[src/rtl/synth_frame_sched_pkg.sv]
// Shared types and constants for the synth frame scheduler, plus the small
// sizing helper used across the synth blocks.
package utils;
  function automatic int clogb2(input int unsigned n);
    int unsigned v;
    clogb2 = 0;
    v = 1;
    while (v < n) begin
      v = v << 1;
      clogb2++;
    end
  endfunction
endpackage

package synth_pkg;
  typedef enum logic [2:0] {
    ST_IDLE,
    ST_TRIG,
    ST_ARM,
    ST_RUN,
    ST_DRAIN,
    ST_HAND
  } frame_state_t;

  // 2^24 * 44100 / 90416666 rounded
  localparam int SYNTH_PHASE_INC = 8183;
  localparam int SYNTH_TRIG_LEN  = 4;
  localparam int OVR_CNT_W       = 16;
endpackage

[src/rtl/synth_frame_sched_nco.sv]
// Phase-accumulator strobe generator: one registered tick per accumulator wrap.
module sample_nco #(
  parameter int ACC_WIDTH = 24,
  parameter int PHASE_INC = 8183
) (
  input  logic AUDIO_CLK,
  input  logic reset_reg_N,
  input  logic enable,
  output logic sample_tick
);
  logic [ACC_WIDTH-1:0] acc;
  logic [ACC_WIDTH:0]   sum;

  assign sum = {1'b0, acc} + (ACC_WIDTH+1)'(PHASE_INC);

  always_ff @(posedge AUDIO_CLK or negedge reset_reg_N) begin
    if (!reset_reg_N) begin
      acc         <= '0;
      sample_tick <= 1'b0;
    end else if (enable) begin
      acc         <= sum[ACC_WIDTH-1:0];
      sample_tick <= sum[ACC_WIDTH];
    end else begin
      sample_tick <= 1'b0;
    end
  end
endmodule

[src/rtl/synth_frame_sched.sv]
// Per-sample frame scheduler: fires trig on each sample tick, tracks the scan
// to completion, hands the frame off, and flags overruns and stalled scans.
module synth_frame_sched
  import synth_pkg::*;
#(
  parameter int VOICES    = 8,
  parameter int V_WIDTH   = 3,
  parameter int E_WIDTH   = 3,
  parameter int ACC_WIDTH = 24,
  parameter int PHASE_INC = SYNTH_PHASE_INC,
  parameter int TRIG_LEN  = SYNTH_TRIG_LEN,
  parameter int TIMEOUT   = 4096
) (
  input  logic                       AUDIO_CLK,
  input  logic                       reset_reg_N,
  input  logic                       enable,
  input  logic [V_WIDTH+E_WIDTH-1:0] xxxx,
  input  logic                       xxxx_zero,
  input  logic                       out_ready,
  input  logic                       clr_status,
  output logic                       trig,
  output logic                       sample_tick,
  output logic                       frame_busy,
  output logic                       frame_valid,
  output logic                       overrun,
  output logic                       timeout_err,
  output logic [OVR_CNT_W-1:0]       overrun_cnt
);
  localparam int IW   = V_WIDTH + E_WIDTH;
  localparam int TC_W = utils::clogb2(TRIG_LEN + 1);
  localparam int WD_W = utils::clogb2(TIMEOUT + 1);
  localparam logic [TC_W-1:0]      TC_LOAD = TC_W'(TRIG_LEN);
  localparam logic [WD_W-1:0]      WD_LAST = WD_W'(TIMEOUT - 1);
  localparam logic [OVR_CNT_W-1:0] CNT_MAX = '1;

  frame_state_t    state;
  logic [TC_W-1:0] tcnt;   // trig length, then reused for the drain delay
  logic [WD_W-1:0] wd;
  logic            zero_q, idx_nz_q, walked;
  logic            in_flight, wd_hit, zero_rise, overrun_ev;

  sample_nco #(.ACC_WIDTH(ACC_WIDTH), .PHASE_INC(PHASE_INC)) u_nco (
    .AUDIO_CLK  (AUDIO_CLK),
    .reset_reg_N(reset_reg_N),
    .enable     (enable),
    .sample_tick(sample_tick)
  );

  assign in_flight  = state inside {ST_TRIG, ST_ARM, ST_RUN};
  assign wd_hit     = in_flight && (wd == WD_LAST);
  assign zero_rise  = xxxx_zero && !zero_q;
  assign overrun_ev = sample_tick && (state != ST_IDLE);

  // Watchdog runs from trig start, so the TRIG cycles count toward TIMEOUT.
  always_ff @(posedge AUDIO_CLK or negedge reset_reg_N) begin
    if (!reset_reg_N) begin
      state       <= ST_IDLE;
      tcnt        <= '0;
      wd          <= '0;
      zero_q      <= 1'b0;
      idx_nz_q    <= 1'b0;
      walked      <= 1'b0;
      trig        <= 1'b0;
      frame_busy  <= 1'b0;
      frame_valid <= 1'b0;
      timeout_err <= 1'b0;
    end else begin
      zero_q   <= xxxx_zero;
      idx_nz_q <= (xxxx != '0) && (int'(xxxx[IW-1:E_WIDTH]) < VOICES);
      if (clr_status) timeout_err <= 1'b0;
      if (in_flight) wd <= wd + 1'b1;
      case (state)
        ST_IDLE: if (sample_tick) begin
          state      <= ST_TRIG;
          tcnt       <= TC_LOAD;
          wd         <= '0;
          walked     <= 1'b0;
          trig       <= 1'b1;
          frame_busy <= 1'b1;
        end
        ST_TRIG: if (tcnt == TC_W'(1)) begin
          state <= ST_ARM;
          trig  <= 1'b0;
        end else begin
          tcnt <= tcnt - 1'b1;
        end
        // A zero still showing on entry is the previous scan's; wait it out.
        ST_ARM: if (!xxxx_zero) begin
          state  <= ST_RUN;
          walked <= 1'b1;
        end
        ST_RUN: if (zero_rise && (idx_nz_q || walked)) begin
          state <= ST_DRAIN;
          tcnt  <= TC_W'(2);
        end
        ST_DRAIN: if (tcnt == TC_W'(1)) begin
          state       <= ST_HAND;
          frame_valid <= 1'b1;
        end else begin
          tcnt <= tcnt - 1'b1;
        end
        ST_HAND: if (out_ready) begin
          state       <= ST_IDLE;
          frame_valid <= 1'b0;
          frame_busy  <= 1'b0;
        end
        default: state <= ST_IDLE;
      endcase
      // A stalled scan is still handed off so the output stage never waits forever.
      if (wd_hit) begin
        state       <= ST_HAND;
        trig        <= 1'b0;
        frame_valid <= 1'b1;
        timeout_err <= 1'b1;
      end
    end
  end

  // A new overrun wins over a same-cycle clear and restarts the count at 1.
  always_ff @(posedge AUDIO_CLK or negedge reset_reg_N) begin
    if (!reset_reg_N) begin
      overrun     <= 1'b0;
      overrun_cnt <= '0;
    end else if (overrun_ev) begin
      overrun <= 1'b1;
      if (clr_status)                overrun_cnt <= OVR_CNT_W'(1);
      else if (overrun_cnt != CNT_MAX) overrun_cnt <= overrun_cnt + 1'b1;
    end else if (clr_status) begin
      overrun     <= 1'b0;
      overrun_cnt <= '0;
    end
  end
endmodule

[config.mk]
export PLATFORM = sky130hd
export DESIGN_NAME = synth_frame_sched
export DESIGN_NICKNAME = d
export VERILOG_FILES = /design/src/rtl/synth_frame_sched_pkg.sv /design/src/rtl/synth_frame_sched_nco.sv /design/src/rtl/synth_frame_sched.sv
export SDC_FILE = /design/constraint.sdc
export NUM_CORES = 1
export LEC_CHECK = 0
export ABC_CLOCK_PERIOD_IN_PS = 1800
export BUFFER_PORTS_ARGS = -buffer_cell sky130_fd_sc_hd__buf_4
export CAP_MARGIN = 20
export CORE_MARGIN = 8
export CORE_UTILIZATION = 50
export DETAILED_ROUTE_END_ITERATION = 6
export PLACE_DENSITY = 0.72
export SLEW_MARGIN = 20
export SYNTH_ARGS = -nofsm -noshare
export SYNTH_HDL_FRONTEND = slang
export SYNTH_HIERARCHICAL = 1
export SYNTH_SLANG_ARGS = --single-unit
[constraint.sdc]
create_clock -name AUDIO_CLK -period 1.8 [get_ports AUDIO_CLK]
set_input_delay 0.45 -clock AUDIO_CLK [delete_from_list [all_inputs] [get_ports AUDIO_CLK]]
set_output_delay 0.45 -clock AUDIO_CLK [all_outputs]
set_load 0.02 [all_outputs]
# Word level (Yosys, flattened, before mapping)

Index checks and enable logic that the tools add are counted.
W data, S select, Z words.

Input port bits: 12
Register bits after elaboration: 68
Logic and storage cells: 98
Output and inout port bits: 22

Mux-type cells: 35
Eq/ne operators: 19
Add/sub/neg operators: 4
Reduce and logical (&&, ||, !) cells: 26

Operators by type and width:

| cell                     | count |
|---|---|
| $mux W16                 | 4 |
| $mux W13                 | 3 |
| $mux W3                  | 10 |
| $add A24 B13 Y25 const B | 1 |
| $pmux W3 S6              | 1 |
| $add A16 B1 Y16 const B  | 1 |
| $ne A16 B16 Y1 const B   | 1 |
| $reduce_bool A3 Y1       | 5 |
| $add A13 B1 Y13 const B  | 1 |
| $eq A13 B12 Y1 const B   | 1 |
| $mux W1                  | 12 |
| $reduce_and A3 Y1        | 4 |
| $reduce_bool A2 Y1       | 5 |
| $ne A3 B2 Y1 const B     | 3 |
| $ne A3 B3 Y1 const B     | 3 |
| $pmux W3 S3              | 1 |
| $pmux W1 S2              | 4 |
| $eq A3 B1 Y1 const B     | 2 |
| $eq A3 B2 Y1 const B     | 2 |
| $eq A3 B3 Y1 const B     | 2 |
| $ne A2 B2 Y1 const B     | 3 |
| $reduce_and A6 Y1        | 1 |
| $reduce_bool A6 Y1       | 1 |
| $logic_and A1 B1 Y1      | 4 |
| 8 further kinds          | 9 |

# Longest topological paths before layout

Word-level depth: 6
Gate-level depth with buffers: 6
Mapped depth without buffers: 6

# By module

Netlist, hierarchy kept.

By module, submodules not included:

| module            | seq. area each (um2) | cells an instance | times used | area an instance (um2) |
|---|---|---|---|---|
| synth_frame_sched | 1,076.0              | 268               | 1          | 2,449.8 |
| sample_nco        | 625.6                | 98                | 1          | 1,148.6 |

# Least setup slack after synthesis

No wires, ideal clock.

Path kind: reg-to-reg
Start point: register tcnt[0]
End point: register tcnt[0]
Library setup time: 125 ps
Path slack: -9 ps
Period minus slack after synthesis: 1,809 ps
Buffers on the path: 0
Stages on the path, launching flop included: 6
Data arrival time: 1,684 ps
Data required time: 1,675 ps
Cells stage by stage: dfrtp_1 -> ha_1 -> and3b_1 -> or4_1 -> nand3_1 -> mux2_2

Longest elaborated chain between the ends: 3
Elaborated cells on any way between the ends: 6
Classes of those cells: add/sub: 1; eq/ne: 2; mux: 2; reduce/logical: 1

Ends and longest elaborated chain:

| what                                             | RTL line                 | text |
|---|---|---|
| start: declaration                               | synth_frame_sched.sv:37  | `logic [TC_W-1:0] tcnt;` |
| start signal: assignment                         | synth_frame_sched.sv:85  | `tcnt <= tcnt - 1'b1;` |
| start signal: assignment                         | synth_frame_sched.sv:100 | `tcnt <= tcnt - 1'b1;` |
| $sub A3 B1 Y3 or $eq A3 B1 Y1 (tied branches)    | --                       |  |
| $mux W3 or $ne A2 B2 Y1 (tied branches)          | --                       |  |
| $pmux W3 S3 or $reduce_and A4 Y1 (tied branches) | --                       |  |

Parallel ways exist; a longest one is shown, timed or not. The select of a mux whose other input is x is not followed.
A chain may end at the register's enable or synchronous reset.

# Final worst setup path

Start point: register u_nco.acc[10]
End point: register u_nco.acc[18]

Longest elaborated chain between the ends: 1

Ends and longest elaborated chain:

| what                     | RTL line                    | text |
|---|---|---|
| start: declaration       | synth_frame_sched_nco.sv:11 | `logic [ACC_WIDTH-1:0] acc;` |
| start signal: assignment | synth_frame_sched_nco.sv:21 | `acc <= sum[ACC_WIDTH-1:0];` |
| $add A24 B13 Y25         | synth_frame_sched_nco.sv:14 | `assign sum = {1'b0, acc} + (ACC_WIDTH+1)'(PHASE_INC);` |

No other way between the ends.

==> flow_metrics.py <==
metrics = {
    "synthesis": {
        "muxShareOfSynthArea": 0.03373,
        "synth_top_family_by_area": "simple AND/OR/NAND/NOR gates",
        "synth_xor_area_frac": 0.07789,
        "yosysTopAreaCell": "dfrtp_1",
        "synthArstFlopShare": 1.000,
        "ys_ff_latch": 68,
        "ys_warn_count": 6,
        "synth-simple-area-share": 0.2455,
        "synth_cell_types": 54,
        "synthAdderAreaFrac": 0.01739,
        "synthCells": 366,
        "synth-edff-count": 0,
        "yosys.area.top_type_share": 0.4729,
        "avgSynthCellArea_um2": 9.832,
        "yosysSeqAreaShare": 0.4729,
        "synthesis.area_um2": 3598,
        "synth_top_flop_cell": "dfrtp_1",
        "ys_top_cells_by_area": "dfrtp_1 (47%), xor2_1 (4.4%), xnor2_1 (3.4%)",
        "synth_compound_area_frac": 0.1248,
        "synth_fp_nets": 383,
    },
    "grt": {
        "grt_max_degree": 33,
        "grt_pass1_wl_mm": 13.79,
        "grt_pass1_vias": 2964,
        "antenna_found_initial": 0,
        "grt.total_usage": 0.1702,
        "grt.overflow.total": 0,
    },
    "placed_design": {
        "io_buffers": 33,
        "dp_hpwl_mm": 5.647,
        "gp_congestion": 0.8214,
    },
    "sta": {
        "finalCriticalPeriod_ns": 1.828,
        "finClkSkew_ns": 0.01164,
        "slew_headroom": 0.7087,
        "worst_slew_pin_slew_ns": 0.4370,
        "finalMaxSlewViolations": 0,
        "setup_slack_ns": -0.02806,
        "rsz0062_at_grt": "yes",
        "setup_viol": 5,
        "fin_tns_setup_ns": -0.06246,
        "max_freq_mhz": 547.0,
        "hold_violations": 0,
        "finalCritPeriodShare": 1.016,
    },
    "worst_setup_path": {
        "crit_arrival_ns": 2.05,
        "crit_chain": "or4_4, a2111oi_4, buf_4, nor2_2, xor2_1",
        "crit_buf_inv": 1,
        "required_ns": 2.03,
        "critPathCaptureType": "flip-flop",
        "worstSetupPathType": "flip-flop to flip-flop",
        "cp_slowest_stage_delay_ns": 0.58,
        "cpLargestDelayFamily": "simple AND/OR/NAND/NOR gates",
        "crit_fanout": 5,
        "start_kind": "flip-flop",
        "cp_slowest_cell": "or4_4",
    },
    "clocking": {
        "cts.sinks": 68,
        "clk_pin_slew_ns": 0.08,
        "htree_num_levels": 3,
        "cts_root_buf": "clkbuf_8",
        "cts.path.max_buffers": 2,
        "cts-hold-fix-buffers": 0,
        "tritoncts": "built",
        "cts_buffers": 9,
        "clk_latency_ns": 0.35,
    },
    "floorplanning": {
        "start_util": 0.5070,
        "die_x_um": 100.8,
        "num_rows": 31,
        "pin_count": 34,
        "die-area_um2": 10170,
        "die_y_um": 100.8,
        "fp.coreArea_um2": 7098,
    },
    "detailed_routing": {
        "avgRoutedWirePerCell_um": 14.79,
        "dr.pass1.iters": 4,
        "route.vias.total": 3001,
        "drt-total-wl_mm": 8.164,
        "antenna_left": 0,
        "avgViaCountPerCell": 5.437,
        "drc": 0,
        "drt_iter0_drc": 109,
    },
    "run_status": {
        "failed_checks": "setup timing",
        "outcome": "finished, violations left",
    },
    "final_layout": {
        "final_util": 0.6497,
        "synthToLayoutAreaGrowth_pct": 28.16,
        "fillers": 593,
        "finalNetCount": 465,
        "final_cell_mix": "buf_4 (80), dfrtp_1 (67), nand2_1 (32)",
        "layout_commonest_cell": "buf_4",
        "insertedDiodeCount": 0,
        "drive_gt1_frac": 0.2870,
    },
    "run": {
        "cap_viol_max_count": 0,
    },
    "power_and_ir_drop": {
        "leakage_nw": 2.071,
        "ir_worst_vdd_mv": 0.6585,
        "power.density_nw_per_um2": 1236,
    },
    "worst_hold_path": {
        "hp-class": "input pin to asynchronous set/reset pin",
    },
}
[Yosys cell counts (all sizes together), types with 2 or more instances]
library cell,instances
a21boi,2
or3b,2
nand3,14
o41ai,3
nor4b,2
and3b,2
and4,2
o21bai,2
mux2i,2
ha,5
buf,4
o21ai,12
xor2,18
nor4,6
xnor2,14
nor3,16
inv,13
nor3b,2
a21oi,19
nor2,32
dfrtp,68
a211oi,6
nand2,32
nand2b,10
mux2,9
and3,2
a211o,2
or4,9
nor2b,10
nand4,14
or3,3
o31ai,7
clkbuf,7
o211ai,2
[worst reg2reg max path: stages, from the launching register on]
cell and delay (ns):
dfrtp_1 0.38, or4_4 0.58, a2111oi_4 0.35, buf_4 0.20, nor2_2 0.05, xor2_1 0.15
[layout make-up]
| class | instances | area (µm²) | area share |
|---|---|---|---|
| inverter | 13 | 48.80 | 0.01058 |
| clock buffer | 12 | 155.1 | 0.03364 |
| timing repair buffer | 82 | 640.6 | 0.1389 |
| tap | 99 | 123.9 | 0.02686 |
| sequential | 68 | 1703 | 0.3692 |
| clock inverter | 4 | 47.55 | 0.01031 |
| multi-input combinational | 274 | 1893 | 0.4105 |
[final timing paths]
| kind | start | to | slack (ns) | depth (start not counted) |
|---|---|---|---|---|
| hold reg to reg | u_nco/acc[23] | u_nco/acc[23] | 0.47 | 1 |
| setup / recovery | u_nco/acc[10] | u_nco/acc[18] | -0.03 | 5 |
| max in group asynchronous | reset_reg_N | u_nco/acc[20] | 1.20 | 2 |
| setup reg to reg | u_nco/acc[10] | u_nco/acc[18] | -0.03 | 5 |
| min in group AUDIO_CLK | xxxx_zero | zero_q | 0.23 | 1 |
| hold / removal | reset_reg_N | wd[10] | 0.04 | 1 |
[sequential cells by signal (all words and copies together), names as in the netlist, 3 cells and up]
name         flops
u_nco/acc       24
tcnt             3
wd              13
overrun_cnt     16
state            3
[repair_timing]
item,4_1_cts,5_1_grt
gates resized for setup,3,17
pin swaps,4,5
setup buffers,4,2
setup endpoints to repair,8,23
[stage by stage]
step | area (µm²) | worst slack, ns | std cells | hold WS [ns] | power [W]
floorplan | 3598 | -0.008635 | 366 | 0.1544 | 0.003501
global placement | 4267 | -0.01735 | 530 | 0.4289 | 0.004153
detailed placement | 4267 | -0.1139 | 530 | 0.4316 | 0.004224
CTS | 4511 | -0.003883 | 550 | 0.04984 | 0.005584
global route | 4612 | -0.08353 | 552 | 0.06304 | 0.006065
finish | 4612 | -0.02806 | 552 | 0.04113 | 0.005700
[power breakdown]
group | internal, W | leakage, nW | switching [W]
Combinational | 0.00108 | 1.10 | 0.00102
Sequential | 0.00191 | 0.871 | 0.000399
Clock | 0.000712 | 0.102 | 0.000585
Total | 0.00370 | 2.07 | 0.00200
[kinds of logic (layout without fill, tap and decap cells)]
| logic type | Yosys count | count (layout) |
|---|---|---|
| AO/OA/AOI/OAI | 64 | 64 |
| adder cells (fa/ha/maj) | 5 | 5 |
| multiplexers | 11 | 11 |
| buffers and inverters | 24 | 111 |
| AND/OR/NAND/NOR | 162 | 162 |
| flip-flops | 68 | 68 |
| XOR/XNOR | 32 | 32 |
[metal layers]
layer | up-vias | part of all wire | track usage
met5 | - | 0 | 0
met4 | 0 | 0.014 | 0.07326
met3 | 10 | 0.030 | 0.03729
met2 | 49 | 0.50 | 0.2776
met1 | 1462 | 0.46 | 0.2113
li1 | 1480 | - | -
Power figures use the tool's default switching activity.
